==> config.mk <==
export PLATFORM = sky130hd
export DESIGN_NAME = pipelined_control_unit
export DESIGN_NICKNAME = d
export VERILOG_FILES = /design/src/rtl/pipelined_control_unit.sv
export SDC_FILE = /design/constraint.sdc
export NUM_CORES = 1
export LEC_CHECK = 0
export CAP_MARGIN = 20
export CORE_UTILIZATION = 41
export CTS_CLUSTER_DIAMETER = 60
export DETAILED_ROUTE_END_ITERATION = 7
export PLACE_DENSITY = 0.9
export SYNTH_ARGS = -nofsm -noshare
export SYNTH_HDL_FRONTEND = slang
export SYNTH_SLANG_ARGS = --single-unit
==> constraint.sdc <==
create_clock -name clk -period 3.7 [get_ports clk]
set_input_delay 0.555 -clock clk [delete_from_list [all_inputs] [get_ports clk]]
set_output_delay 0.555 -clock clk [all_outputs]
set_load 0.05 [all_outputs]
==> src/rtl/pipelined_control_unit.sv <==
// Pipelined RV32I control unit.
// Decodes the instruction in D and carries its control bundle through E, M and W.
// The branch/jump PC select is resolved in E.
// Ports:
//   clk, rst                 clock, synchronous active-high reset
//   instr_d, valid_d         instruction in D and its valid flag (0 = bubble)
//   stall_e, flush_e         hold E / load a bubble into E (flush wins)
//   zero_e, lt_e, ltu_e      ALU flags for the instruction in E
//   ImmSrc_d                 immediate select, combinational from instr_d
//   ALUSrc_e, ALUControl_e   ALU operand-B select and operation in E
//   PCSrc_e, illegal_e       take branch/jump target; instruction in E is illegal
//   MemWrite_m               store enable in M
//   RegWrite_m/_w            register write in M and W
//   ResultSrc_m/_w           result select in M and W (00 ALU, 01 mem, 10 PC+4)
module pipelined_control_unit #(
  parameter int unsigned ALUCTRL_W = 4,
  parameter bit          SHIFT_EN  = 1'b1
) (
  input  logic                 clk,
  input  logic                 rst,
  input  logic [31:0]          instr_d,
  input  logic                 valid_d,
  input  logic                 stall_e,
  input  logic                 flush_e,
  input  logic                 zero_e,
  input  logic                 lt_e,
  input  logic                 ltu_e,
  output logic [1:0]           ImmSrc_d,
  output logic                 ALUSrc_e,
  output logic [ALUCTRL_W-1:0] ALUControl_e,
  output logic                 PCSrc_e,
  output logic                 illegal_e,
  output logic                 MemWrite_m,
  output logic                 RegWrite_m,
  output logic                 RegWrite_w,
  output logic [1:0]           ResultSrc_m,
  output logic [1:0]           ResultSrc_w
);

  localparam logic [3:0] AluAdd  = 4'd0;
  localparam logic [3:0] AluSub  = 4'd1;
  localparam logic [3:0] AluAnd  = 4'd2;
  localparam logic [3:0] AluOr   = 4'd3;
  localparam logic [3:0] AluXor  = 4'd4;
  localparam logic [3:0] AluSlt  = 4'd5;
  localparam logic [3:0] AluSltu = 4'd6;
  localparam logic [3:0] AluSll  = 4'd7;
  localparam logic [3:0] AluSrl  = 4'd8;
  localparam logic [3:0] AluSra  = 4'd9;

  typedef struct packed {
    logic       reg_write;
    logic       mem_write;
    logic [1:0] result_src;
    logic       alu_src;
    logic [3:0] alu_ctrl;
    logic       branch;
    logic       jump;
  } ctrl_t;

  logic [6:0] op;
  logic [2:0] funct3;
  logic [6:0] funct7;
  assign op     = instr_d[6:0];
  assign funct3 = instr_d[14:12];
  assign funct7 = instr_d[31:25];

  // Register and immediate fields are not needed for control decode.
  logic unused_instr;
  assign unused_instr = ^{instr_d[24:15], instr_d[11:7]};

  ctrl_t      raw, ctrl_d;
  logic [1:0] imm_raw;
  logic       ill_raw, ill_d;

  always_comb begin
    raw     = '0;
    imm_raw = 2'b00;
    ill_raw = 1'b0;
    unique case (op)
      7'b0000011: begin
        raw.reg_write  = 1'b1;
        raw.alu_src    = 1'b1;
        raw.result_src = 2'b01;
      end
      7'b0100011: begin
        imm_raw       = 2'b01;
        raw.alu_src   = 1'b1;
        raw.mem_write = 1'b1;
      end
      7'b0110011, 7'b0010011: begin
        raw.reg_write = 1'b1;
        raw.alu_src   = (op == 7'b0010011);
        if (op == 7'b0110011 && funct7 != 7'b0000000 && funct7 != 7'b0100000) ill_raw = 1'b1;
        unique case (funct3)
          3'b000: raw.alu_ctrl = (op == 7'b0110011 && funct7[5]) ? AluSub : AluAdd;
          3'b001: begin
            raw.alu_ctrl = AluSll;
            if (!SHIFT_EN) ill_raw = 1'b1;
          end
          3'b010: raw.alu_ctrl = AluSlt;
          3'b011: raw.alu_ctrl = AluSltu;
          3'b100: raw.alu_ctrl = AluXor;
          3'b101: begin
            raw.alu_ctrl = funct7[5] ? AluSra : AluSrl;
            if (!SHIFT_EN) ill_raw = 1'b1;
          end
          3'b110: raw.alu_ctrl = AluOr;
          default: raw.alu_ctrl = AluAnd;
        endcase
      end
      7'b1100011: begin
        imm_raw      = 2'b10;
        raw.branch   = 1'b1;
        raw.alu_ctrl = AluSub;
        if (funct3 == 3'b010 || funct3 == 3'b011) ill_raw = 1'b1;
      end
      7'b1101111: begin
        raw.reg_write  = 1'b1;
        imm_raw        = 2'b11;
        raw.result_src = 2'b10;
        raw.jump       = 1'b1;
      end
      default: ill_raw = 1'b1;
    endcase
  end

  // Bubbles and illegal encodings carry all-zero controls; only real instructions can be illegal.
  assign ill_d    = valid_d & ill_raw;
  assign ctrl_d   = (valid_d && !ill_raw) ? raw : '0;
  assign ImmSrc_d = (valid_d && !ill_raw) ? imm_raw : 2'b00;

  ctrl_t      ctrl_e_q;
  logic [2:0] funct3_e_q;
  logic       ill_e_q;
  logic       reg_write_m_q, mem_write_m_q, reg_write_w_q;
  logic [1:0] result_src_m_q, result_src_w_q;

  always_ff @(posedge clk) begin
    if (rst) begin
      ctrl_e_q       <= '0;
      funct3_e_q     <= 3'b000;
      ill_e_q        <= 1'b0;
      reg_write_m_q  <= 1'b0;
      mem_write_m_q  <= 1'b0;
      result_src_m_q <= 2'b00;
      reg_write_w_q  <= 1'b0;
      result_src_w_q <= 2'b00;
    end else begin
      if (flush_e) begin
        ctrl_e_q   <= '0;
        funct3_e_q <= 3'b000;
        ill_e_q    <= 1'b0;
      end else if (!stall_e) begin
        ctrl_e_q   <= ctrl_d;
        funct3_e_q <= ctrl_d.branch ? funct3 : 3'b000;
        ill_e_q    <= ill_d;
      end
      // A held E instruction must not also advance, so M takes a bubble during a stall.
      if (stall_e) begin
        reg_write_m_q  <= 1'b0;
        mem_write_m_q  <= 1'b0;
        result_src_m_q <= 2'b00;
      end else begin
        reg_write_m_q  <= ctrl_e_q.reg_write;
        mem_write_m_q  <= ctrl_e_q.mem_write;
        result_src_m_q <= ctrl_e_q.result_src;
      end
      reg_write_w_q  <= reg_write_m_q;
      result_src_w_q <= result_src_m_q;
    end
  end

  logic cond_e;
  always_comb begin
    cond_e = 1'b0;
    unique case (funct3_e_q)
      3'b000:  cond_e = zero_e;
      3'b001:  cond_e = ~zero_e;
      3'b100:  cond_e = lt_e;
      3'b101:  cond_e = ~lt_e;
      3'b110:  cond_e = ltu_e;
      3'b111:  cond_e = ~ltu_e;
      default: cond_e = 1'b0;
    endcase
  end

  assign PCSrc_e      = ctrl_e_q.jump | (ctrl_e_q.branch & cond_e);
  assign ALUSrc_e     = ctrl_e_q.alu_src;
  assign ALUControl_e = ALUCTRL_W'(ctrl_e_q.alu_ctrl);
  assign illegal_e    = ill_e_q;
  assign MemWrite_m   = mem_write_m_q;
  assign RegWrite_m   = reg_write_m_q;
  assign ResultSrc_m  = result_src_m_q;
  assign RegWrite_w   = reg_write_w_q;
  assign ResultSrc_w  = result_src_w_q;

endmodule

==> summary.md, run 1 <==
| Metric | Value |
|---|---|
| First-pass GRT wire length | `about 3700 um` |
| Fin nets | `204` |
| Ports | `56` |
| Clk_lat worst skew | `~310 ps` |
| Mean routed wirelength per cell | `around 12 um` |
| Cell row count | `18` |
| Vias in the first global route | `approximately 900` |
| Number of max-cap violations | `0` |
| Count leader, synth | `dfxtp_1` |
| Sequential share of power | `roughly half` |
| Worst Path Arrival | `~2400 ps` |
| Largest net degree at the start of global routing | `19` |
| Die height | `52.81 um` |
| Die area | `around 0.0028 sq mm` |
| DR DRC count | `0` |
| CTS resizes | `0` |
| Post-DP HPWL | `around 1800 um` |
| P&R area growth vs syn | `42.79%` |
| Total clock sinks | `22` |
| Sw power | `between 0.1 and 0.15 mW` |
| Final slew viol count | `0` |
| GR Overflow Total | `0` |
| Initial Util | `43.12%` |
| Synth top area cells | `dfxtp_1 (42%), nand2_1 (5.3%), nor2_1 (5.3%)` |
| Most used DFF post-synth | `dfxtp_1` |
| Post-synthesis sequential area ratio | `between 40% and 50%` |
| Final Setup Violations | `0` |
| Synth cell types | `34` |
| Syn_area_per_cell | `8.270 sq um` |
| Synth top area share | `approximately two fifths` |
| Status | `finished, final reports clean` |
| DRT iter0 DRCs | `42` |
| Die Width | `52.81 um` |
| Final Hold Viols | `0` |
| Largest family of logic cells by synthesized area | `simple AND/OR/NAND/NOR gates` |
| GPL Wtd Cong | `between 0.8 and 0.9` |
| Synth Area in XOR/XNOR | `around 2.5%` |
| Max Clock Freq | `roughly 0.34 GHz` |
| Root buffer cell | `clkbuf_4` |
| CTS tree | `done` |
| Ant diodes | `0` |
| Pleak | `0.5302 nW` |
| Routed via count | `~1000` |
| Post-route cell area | `approximately 0.0015 sq mm` |
| Clock skew | `around 5.8 ps` |
| Pre-Repair DR Iteration Count | `4` |
| Synth Instances | `approximately 130` |
| Crit start category | `input port` |
| Max incr delay on CP | `540 ps` |
| Layout cell share with drive strength beyond 1 | `7.975%` |
| Int Power | `0.3806 mW` |
| PwrDens | `between 300 and 400 mW/mm^2` |
| Gate power share | `a little over an eighth` |
| Top post-synthesis cells by count | `dfxtp_1 (22), nand2_1 (15), nor2_1 (15)` |
| Cell Area, Synth | `between 0.001 and 0.0015 sq mm` |
| Final Critical Period | `2944 ps` |
| Worst path cell trace | `clkdlybuf4s50_1 > or4_4 > o2111ai_2 > nand2_1 > nor3_1 > buf_12` |
| CTS H-tree lvls | `1` |
| Clock Tree Buf Depth | `2` |
| Ys async rst share | `0%` |
| Final ANT Viol Nets | `0` |
| Synth Warn # | `0` |
| Clock power share | `a little under two fifths` |
| Crit path max fanout | `3` |
| Crit. End Element | `primary output` |
| Core footprint | `around 0.0025 sq mm` |
| Max stage delay cell, worst path | `or4_4` |
| Critical path required time | `~3100 ps` |
| Worst Tran Pin Value | `607.1 ps` |
| Post-synth net total | `between 150 and 200` |
| Aggregate global-route resource usage | `between 10% and 20%` |
| Register clock-pin slew on the reported worst setup and hold paths | `roughly 120 ps` |
| Setup TNS | `0 ps` |
| Max-slew headroom | `between 50% and 60%` |
| Vias/cell | `~5.4` |
| Mux share of post-synthesis cell area | `~2.0%` |
| Simple-Gate Fraction of Synth Area | `a little under a third` |
| CP Class | `input port to primary output` |
| Synthesis-stage register bit count | `22` |
| RSZ-0062 raised after global routing | `no` |
| CTS Buf Count | `3` |
| VDD IR-drop max | `between 0.2 and 0.25 mV` |
| Antenna violations before repair | `0` |
| Post-CTS Setup Bufs | `0` |
| Post-synthesis compound-gate area fraction | `17.85%` |
| Buffers on Ports | `40` |
| Final wirelength | `~2400 um` |
| Synth area leader | `dfxtp_1` |
| Switching share of total power | `21.34%` |
| Hold Path Class | `flip-flop to flip-flop` |
| Hold buffers post-CTS | `0` |
| Tcrit/Tclk final | `~80%` |
| EDFF count, synth | `0` |
| Area of placed instances | `0.001459 sq mm` |
| Post-Synth Adder-Cell Area | `0%` |
==> routing by layer <==
metal	routed length (um)	vias to the layer above	GRT usage (%)
met4	35	0	6.140
li1	-	520	-
met3	152	8	2.899
met2	1180	50	32.70
met5	0	-	0
met1	1006	458	20.77
==> power by group through the flow <==
| stage | Combinational (mW) | Sequential [mW] | Clock, mW |
|---|---|---|---|
| floorplan | 0.0250 | 0.244 | 0 |
| global placement | 0.0615 | 0.243 | 0 |
| detailed placement | 0.0632 | 0.243 | 0 |
| CTS | 0.0639 | 0.238 | 0.185 |
| global route | 0.0695 | 0.238 | 0.196 |
| finish | 0.0644 | 0.238 | 0.182 |
==> metrics by stage <==
stage          hold slack (ps)  setup WS (ps)  util, %  std cells  power [mW]
2_1_floorplan            430.2          677.0        -        128      0.2691
4_1_cts                  472.5          749.0    61.57        193      0.4860
3_5_place_dp             450.6          773.1    59.43        189      0.3060
5_1_grt                  497.0          687.6    61.57        193      0.5029
6_report                 473.0          755.5    61.57        193      0.4838
3_3_place_gp             441.4          785.0    59.43        189      0.3044
==> final cells by class <==
cell class	count	area, sq um
Fill cell	207	943.4
Multi-Input combinational cell	96	565.5
Sequential cell	22	440.4
Timing Repair Buffer	41	415.4
Tap cell	30	37.54
Clock inverter	1	30.03
Clock buffer	3	22.52
==> cell families (layout without fill, tap and decap cells) <==
kind of cell	after synthesis	count (layout)
xor gates and xnor gates	3	3
AOI/OAI and AO/OA	27	27
buffers and inverters	10	45
DFF	22	22
and+or+nand+nor	64	64
muxes	2	2
==> critical path, delay by kind of cell <==
family                 cells  cell delay (ps)
buffers and inverters      2              590
AO/OA/AOI/OAI              1              200
AND/OR/NAND/NOR            3             1050
==> path summary, 6_finish.rpt <==
kind                                                  from                         end  slack, ps  cells past startpoint
worst max-delay path                           instr_d[26]                 ImmSrc_d[1]        760                      6
worst min-delay path              ctrl_e_q[0]$_SDFFE_PP0N_    ctrl_e_q[0]$_SDFFE_PP0N_        470                      2
worst max register to register  funct3_e_q[0]$_SDFFE_PP0N_  funct3_e_q[0]$_SDFFE_PP0N_       3010                      2
worst min register to register    ctrl_e_q[0]$_SDFFE_PP0N_    ctrl_e_q[0]$_SDFFE_PP0N_        470                      2
==> placed cells by master (no fill, tap or decap) <==
cell type | netlist | final
nand3b_1 | 1 | 1
a21oi_1 | 8 | 8
mux2i_1 | 1 | 1
nand2_1 | 15 | 15
nand2b_1 | 2 | 2
a41oi_1 | 1 | 1
a221oi_1 | 1 | 1
nor3_1 | 4 | 4
and3_1 | 2 | 2
a22oi_1 | 3 | 3
buf_12 | 0 | 1
dfxtp_1 | 22 | 22
and2b_1 | 1 | 1
or4_4 | 1 | 1
and2_1 | 4 | 4
clkdlybuf4s50_1 | 0 | 38
or3_1 | 1 | 1
or2_2 | 3 | 3
a31oi_1 | 1 | 1
nor2b_1 | 5 | 5
a32o_1 | 1 | 1
nand4_1 | 2 | 2
xnor2_1 | 1 | 1
o21ai_0 | 4 | 4
xor2_1 | 2 | 2
nand4bb_1 | 1 | 1
o2111ai_2 | 1 | 1
o31ai_1 | 2 | 2
a21o_1 | 1 | 1
a32oi_1 | 4 | 4
bufinv_16 | 0 | 1
buf_4 | 4 | 2
nor2_1 | 15 | 15
mux2_2 | 1 | 1
nor4bb_1 | 1 | 1
clkbuf_4 | 0 | 3
nand3_1 | 6 | 6
==> state kept, by name, indices dropped and copies added, names as in the netlist <==
register	cells
ALUControl_e	4
ALUSrc_e	1
MemWrite_m	1
RegWrite_m	1
RegWrite_w	1
ResultSrc_m	2
ResultSrc_w	2
ctrl_e_q	6
funct3_e_q	3
illegal_e	1
No activity file was read; power rests on OpenSTA's default activity.
==> run 2, diff against run 1 <==
--- a/config.mk
+++ b/config.mk
@@ -6,10 +6,10 @@
 export NUM_CORES = 1
 export LEC_CHECK = 0
 export CAP_MARGIN = 20
-export CORE_UTILIZATION = 41
+export CORE_UTILIZATION = 38
 export CTS_CLUSTER_DIAMETER = 60
 export DETAILED_ROUTE_END_ITERATION = 7
-export PLACE_DENSITY = 0.9
+export PLACE_DENSITY = 0.85
 export SYNTH_ARGS = -nofsm -noshare
 export SYNTH_HDL_FRONTEND = slang
 export SYNTH_SLANG_ARGS = --single-unit
==> constraint.sdc (replaced) <==
create_clock -name clk -period 3 [get_ports clk]
set_input_delay 0.45 -clock clk [delete_from_list [all_inputs] [get_ports clk]]
set_output_delay 0.45 -clock clk [all_outputs]
set_load 0.05 [all_outputs]
==> run 2 against run 1 <==
Flip-flop and latch count unchanged. Global-route usage increased by 0.48 points. Critical endpoint unchanged. Utilization decreased by 2.6 points. Critical path type unchanged. Worst setup slack got worse by 450 ps. First-iteration DRC count decreased by 48%. Clock power decreased by 11%. Worst hold slack improved by 0.51 ps. Non-clock buffer count increased by 1. Routed wire length increased by 2.1%. Total power increased by 11%. Combinational power increased by 24%. Largest power group unchanged.
==> summary.md, run 2 (same netlist as run 1, synthesis figures left out) <==
| Metric | Value |
|---|---|
| Commonest cells after routing, fill and taps aside | `clkdlybuf4s50_1 (37), dfxtp_1 (22), nand2_1 (15), nor2_1 (15), a21oi_1 (8)` |
| Hold path startpoint | `ctrl_e_q[8]$_SDFFE_PP0N_` |
| CTS H-tree lvls | `1` |
| PwrDens | `approximately 360 mW/mm^2` |
| Placed cells | `190` |
| Final ANT Viol Nets | `0` |
| CTS Buf Count | `3` |
| Root buffer cell | `clkbuf_4` |
| Total clock sinks | `22` |
| Hold Path Stages | `2` |
| Number of flip-flops in the largest register | `6` |
| P&R area growth vs syn | `41.73%` |
| Post-route cell area | `~0.0015 sq mm` |
| Area occupied by multi-input gates | `about 570 sq um` |
| Final Hold Viols | `0` |
| Worst Tran Pin Value | `~600 ps` |
| Vias/cell | `~5.5` |
| Worst Hold End | `ctrl_e_q[8]$_SDFFE_PP0N_` |
| Max incr delay on CP | `540 ps` |
| Max stage delay cell, worst path | `or4_4` |
| Max Clock Freq | `about 0.37 GHz` |
| Largest net degree at the start of global routing | `19` |
| Tot Pwr | `roughly 0.53 mW` |
| Mean routed wirelength per cell | `between 10 and 15 um` |
| First-pass GRT wire length | `3967 um` |
| Biggest register | `ctrl_e_q` |
| Fin nets | `around 210` |
| DR DRC count | `0` |
| Max-slew headroom | `slightly below 60%` |
| CTS tree | `done` |
| GPL Wtd Cong | `approximately 0.83` |
| Worst R2R Start | `illegal_e$_SDFFE_PP0N_` |
| Gate power share | `approximately 15%` |
| R2r endpoint | `illegal_e$_SDFFE_PP0N_` |
| Die height | `between 50 and 60 um` |
| CP Class | `input port to primary output` |
| Layout cell share with drive strength beyond 1 | `9.146%` |
| Sequential share of power | `between 50% and 60%` |
| Cell Count, Final, Fillers Out | `194` |
| Commonest non-fill, non-tap cell in the layout | `clkdlybuf4s50_1` |
| Core footprint | `0.002545 sq mm` |
| Cell row count | `18` |
| Storage element area | `about 440 sq um` |
| Critical path required time | `roughly 2600 ps` |
| Delay-heaviest family, CP | `simple AND/OR/NAND/NOR gates` |
| Die Width | `54.78 um` |
| Hold buffers post-CTS | `0` |
| Switching share of total power | `between 20% and 30%` |
| Final Setup Violations | `0` |
| Clock skew | `2.673 ps` |
| Fillers | `~250` |
| Final Critical Period | `2692 ps` |
| Post-CTS Setup Bufs | `0` |
| CTS resizes | `0` |
| Crit. End Element | `primary output` |
| Ports | `56` |
| Initial Util | `approximately two fifths` |
| Sw power | `0.1256 mW` |
| Post-DP HPWL | `approximately 1900 um` |
| RSZ-0062 raised after global routing | `no` |
| Clock Tree Buf Depth | `2` |
| Area of placed instances | `0.001464 sq mm` |
| Number of max-cap violations | `0` |
| Buf/Inv on CP | `2` |
| Final slew viol count | `0` |
| Clk_lat worst skew | `300 ps` |
| Pleak | `between 0.5 and 0.6 nW` |
| Int Power | `approximately 0.4 mW` |
| Clock power share | `a little under a third` |
| Ant diodes | `0` |
| Tcrit/Tclk final | `between 80% and 90%` |
| VDD IR-drop max | `~0.24 mV` |
| Hold Path Class | `flip-flop to flip-flop` |
| Die area | `about 0.0030 sq mm` |
| Crit path max fanout | `3` |
| Aggregate global-route resource usage | `18.41%` |
| GR Overflow Total | `0` |
| DRT iter0 DRCs | `22` |
| Buffers on Ports | `40` |
| Antenna violations before repair | `0` |
| Reg2Reg Depth | `1` |
| Routed via count | `roughly 1100` |
| FF-to-FF setup slack | `approximately 2300 ps` |
| Pre-Repair DR Iteration Count | `4` |
| Setup TNS | `0 ps` |
| Vias in the first global route | `917` |
| Final wirelength | `2426 um` |
| Worst Path Arrival | `~2200 ps` |
| Crit start category | `input port` |
| Register clock-pin slew on the reported worst setup and hold paths | `~120 ps` |
| Worst path cell trace | `clkdlybuf4s50_1 > or4_4 > o2111ai_2 > nand2_1 > nor3_1 > buf_12` |
| Status | `finished, final reports clean` |
## run 2: how the worst max path moves through the flow
| stage | start | to | slack, ps | cells past startpoint |
|---|---|---|---|---|
| floorplan | instr_d[26] | ImmSrc_d[0] | 190 | 4 |
| global placement | instr_d[26] | ImmSrc_d[1] | 300 | 6 |
| detailed placement | instr_d[26] | ImmSrc_d[1] | 300 | 6 |
| CTS | instr_d[26] | ImmSrc_d[1] | 280 | 6 |
| global route | instr_d[6] | ImmSrc_d[0] | 230 | 6 |
| finish | instr_d[26] | ImmSrc_d[1] | 310 | 6 |
## run 2: metrics by stage
| stage | hold WS, ps | setup slack, ps | util, % |
|---|---|---|---|
| final | 473.6 | 307.9 | 58.95 |
| after global routing | 483.6 | 228.2 | 58.95 |
| after CTS | 476.7 | 283.0 | 58.95 |
| after detailed placement | 452.6 | 298.5 | 57.52 |
| after global placement | 441.2 | 296.3 | 57.52 |
| after floorplan | 430.2 | 187.0 | - |
## run 2: tightest hold or removal path, delay by kind of cell, from the launching register on
family           cells  cell delay (ps)
AO/OA/AOI/OAI        1               60
flip-flops           1              320
AND/OR/NAND/NOR      1               60
## run 2: metal layers
layer	up-vias	global-route usage [%]	share of wire [%]
met4	0	8.974	2.1
met5	-	0	0
met1	488	21.40	41
met3	4	1.944	6.8
li1	524	-	-
met2	42	32.93	50
## run 2: final cells by class
type,instances,share of cell area (%)
well taps,30,2.502
flip-flops and latches,22,29.36
repair buffers,42,28.02
clock buffers,4,2.419
multi-input cells,96,37.70
## run 2: power groups by stage
stage / Combinational (mW) / Sequential [mW] / Clock, mW
floorplan: 0.0308 / 0.301 / 0
global placement: 0.0772 / 0.300 / 0
detailed placement: 0.0793 / 0.300 / 0
CTS: 0.0800 / 0.293 / 0.162
global route: 0.0873 / 0.293 / 0.175
finish: 0.0799 / 0.293 / 0.162
==> run 3, diff against run 2 <==
--- a/config.mk
+++ b/config.mk
@@ -5,11 +5,13 @@
 export SDC_FILE = /design/constraint.sdc
 export NUM_CORES = 1
 export LEC_CHECK = 0
+export ABC_AREA = 1
 export CAP_MARGIN = 20
-export CORE_UTILIZATION = 38
+export CORE_UTILIZATION = 40
 export CTS_CLUSTER_DIAMETER = 60
 export DETAILED_ROUTE_END_ITERATION = 7
-export PLACE_DENSITY = 0.85
+export PLACE_DENSITY = 0.87
+export SKIP_LAST_GASP = 1
 export SYNTH_ARGS = -nofsm -noshare
 export SYNTH_HDL_FRONTEND = slang
 export SYNTH_SLANG_ARGS = --single-unit
==> run 3 against run 2 <==
Non-clock buffer count decreased by 1. Fmax increased by 0.66%. Via count increased by 6.3%. Final area increased by 7.0%. Critical endpoint is now ImmSrc_d[0]. Largest power group unchanged.
==> summary.md, run 3 <==
| Metric | Value |
|---|---|
| Fin nets | `~250` |
| Buf/Inv on CP | `3` |
| Buffers on Ports | `40` |
| Final ANT Viol Nets | `0` |
| Register clock-pin slew on the reported worst setup and hold paths | `approximately 120 ps` |
| PwrDens | `~370 mW/mm^2` |
| Hold slack | `roughly 430 ps` |
| Number of flip-flops in the largest register | `6` |
| Max-slew headroom | `roughly two thirds` |
| Core footprint | `0.002567 sq mm` |
| GR Overflow Total | `0` |
| Worst Tran Pin Value | `~500 ps` |
| Cell Area, Synth | `~0.0011 sq mm` |
| CP startpoint | `instr_d[6]` |
| Critical path required time | `between 2000 and 3000 ps` |
| Hold Path Class | `flip-flop to flip-flop` |
| Post-CTS Setup Bufs | `0` |
| EDFF count, synth | `0` |
| Clock power share | `38.0%` |
| Crit path max fanout | `8` |
| Largest net degree at the start of global routing | `17` |
| Layout cell share with drive strength beyond 1 | `between 10% and 20%` |
| Vias/cell | `around 4.7` |
| Aggregate global-route resource usage | `16.96%` |
| Top Usage Layer GRT | `met2` |
| DRT iter0 DRCs | `29` |
| Ports | `56` |
| DR DRC count | `0` |
| Biggest register | `ctrl_e_q` |
| Vias in the first global route | `approximately 1000` |
| Post-DP HPWL | `about 1900 um` |
| Die Width | `~55 um` |
| Commonest cells after routing, fill and taps aside | `nand2_1 (37), clkdlybuf4s50_1 (37), dfxtp_1 (22)` |
| Post-synth net total | `around 210` |
| Crit. End Element | `primary output` |
| Clock Tree Buf Depth | `2` |
| VDD IR-drop max | `roughly 0.31 mV` |
| Die area | `between 0.003 and 0.004 sq mm` |
| Most used DFF post-synth | `dfxtp_1` |
| Count leader, synth | `nand2_1` |
| Final wirelength | `between 2000 and 2500 um` |
| CTS tree | `done` |
| Tcrit/Tclk final | `89.15%` |
| Clk_lat worst skew | `just over 300 ps` |
| Met2 Use GR | `~28%` |
| Routed via count | `approximately 1100` |
| GR Util met1 | `a little over a fifth` |
| Final Setup Violations | `0` |
| Switching share of total power | `21.75%` |
| Max Clock Freq | `roughly 0.37 GHz` |
| Ys async rst share | `0%` |
| Pre-Repair DR Iteration Count | `4` |
| Root buffer cell | `clkbuf_4` |
| Die height | `55.21 um` |
| Cell row count | `18` |
| RSZ-0062 raised after global routing | `no` |
| CTS H-tree lvls | `1` |
| Worst path most repeated cell | `nand2_2` |
| Hold path startpoint | `ResultSrc_m[0]$_SDFF_PP0_` |
| Gate power share | `12.8%` |
| Max stage delay cell, worst path | `clkdlybuf4s50_1` |
| Met3 usage | `roughly 2.8%` |
| Synth area leader | `dfxtp_1` |
| Hold buffers post-CTS | `0` |
| Mean routed wirelength per cell | `between 10 and 15 um` |
| Antenna violations before repair | `0` |
| Max incr delay on CP | `560 ps` |
| Delay-heaviest family, CP | `buffers and inverters` |
| Synth Instances | `roughly 170` |
| Status | `finished, final reports clean` |
| Top post-synthesis cells by count | `nand2_1 (37), dfxtp_1 (22), nor2_1 (21)` |
| P&R area growth vs syn | `41.77%` |
| Synth top area share | `between 30% and 40%` |
| Total clock sinks | `22` |
| Worst R2R Start | `funct3_e_q[2]$_SDFFE_PP0N_` |
| Sequential share of power | `49.1%` |
| Final slew viol count | `0` |
| Sw power | `about 0.13 mW` |
| Synth cell types | `22` |
| Pleak | `0.6183 nW` |
| Number of max-cap violations | `0` |
| Syn_area_per_cell | `6.700 sq um` |
| First-pass GRT wire length | `between 4000 and 5000 um` |
| Ant diodes | `0` |
| Int Power | `0.4672 mW` |
| Setup TNS | `0 ps` |
| Initial Util | `about 44%` |
| GPL Wtd Cong | `0.9059` |
| Synthesis-stage register bit count | `22` |
| CP Class | `input port to primary output` |
| Synth Warn # | `0` |
| Clock skew | `between 4 and 5 ps` |
| Synth top area cells | `dfxtp_1 (39%), nand2_1 (12%), a21oi_1 (8.0%)` |
| Post-synthesis sequential area ratio | `roughly two fifths` |
| CTS resizes | `0` |
| Final Hold Viols | `0` |
| Crit start category | `input port` |
| CTS Buf Count | `3` |
| Final Critical Period | `about 2700 ps` |
| Worst Path Arrival | `2220 ps` |
| Worst path cell trace | `clkdlybuf4s50_1 > nand3_2 > inv_2 > nand2_2 > nand2_2 > nor2_1 > nor2_4 > nand2_1 > o21ai_0 > buf_12` |
| Final core utilization | `62.52%` |
## run 3: cell types whose count changed after synthesis, moves of 5 or more
cell,delta
nand2_1,+22
inv_1,+20
a21oi_1,+10
nand2_2,+8
nor2_1,+6
inv_2,+5
nand4_1,+5
nor2b_1,-5
## run 3: path summary, 6_finish.rpt
check	depth (start not counted)	slack [ps]	end
setup / recovery	10	330	ImmSrc_d[0]
hold / removal	2	430	ResultSrc_w[0]$_SDFF_PP0_
setup reg to reg	2	2340	funct3_e_q[2]$_SDFFE_PP0N_
hold reg to reg	2	430	ResultSrc_w[0]$_SDFF_PP0_
## run 3: per-stage QoR
stage / std cells / total power [mW] / setup WS [ps] / cell area (sq um)
final: 237 / 0.5970 / 325.6 / 1605
after global routing: 237 / 0.6196 / 154.9 / 1605
after CTS: 237 / 0.6002 / 297.3 / 1605
after detailed placement: 233 / 0.3763 / 300.0 / 1553
after global placement: 233 / 0.3755 / 322.3 / 1553
after floorplan: 169 / 0.3324 / 373.7 / 1132
## run 3: worst register-to-register path: stages, from the launching register on
cell	delay, ps
dfxtp_1	390
nand2_1	70
a21oi_1	140
## run 3: cell type report
| type | count | area (sq um) |
|---|---|---|
| multi-input cells | 115 | 555.5 |
| clock inverters | 1 | 30.03 |
| flip-flops and latches | 22 | 440.4 |
| well taps | 30 | 37.54 |
| inverters | 25 | 93.84 |
| repair buffers | 41 | 425.4 |
| fillers | 237 | 962.2 |
| clock buffers | 3 | 22.52 |
## run 3: cells by family (layout without fill, tap and decap cells)
family / count (synthesis) / in the layout / synth area share (%)
and+or+nand+nor: 87 / 87 / 35.80
buffers and inverters: 32 / 70 / 12.04
DFF: 22 / 22 / 38.89
xor gates and xnor gates: 1 / 1 / 0.7736
AOI/OAI and AO/OA: 27 / 27 / 12.49
## run 3: layer usage
layer,up-vias,share of wire [%]
met1,477,47
met2,33,47
met3,5,4.0
li1,610,-
met5,-,0
met4,0,2.2
## run 3: power by group through the flow
stage               combinational, mW  sequential [mW]  clock, mW
finish                         0.0767            0.293      0.227
global route                   0.0850            0.294      0.241
CTS                            0.0767            0.293      0.230
detailed placement             0.0764            0.300          0
global placement               0.0756            0.300          0
floorplan                      0.0305            0.302          0
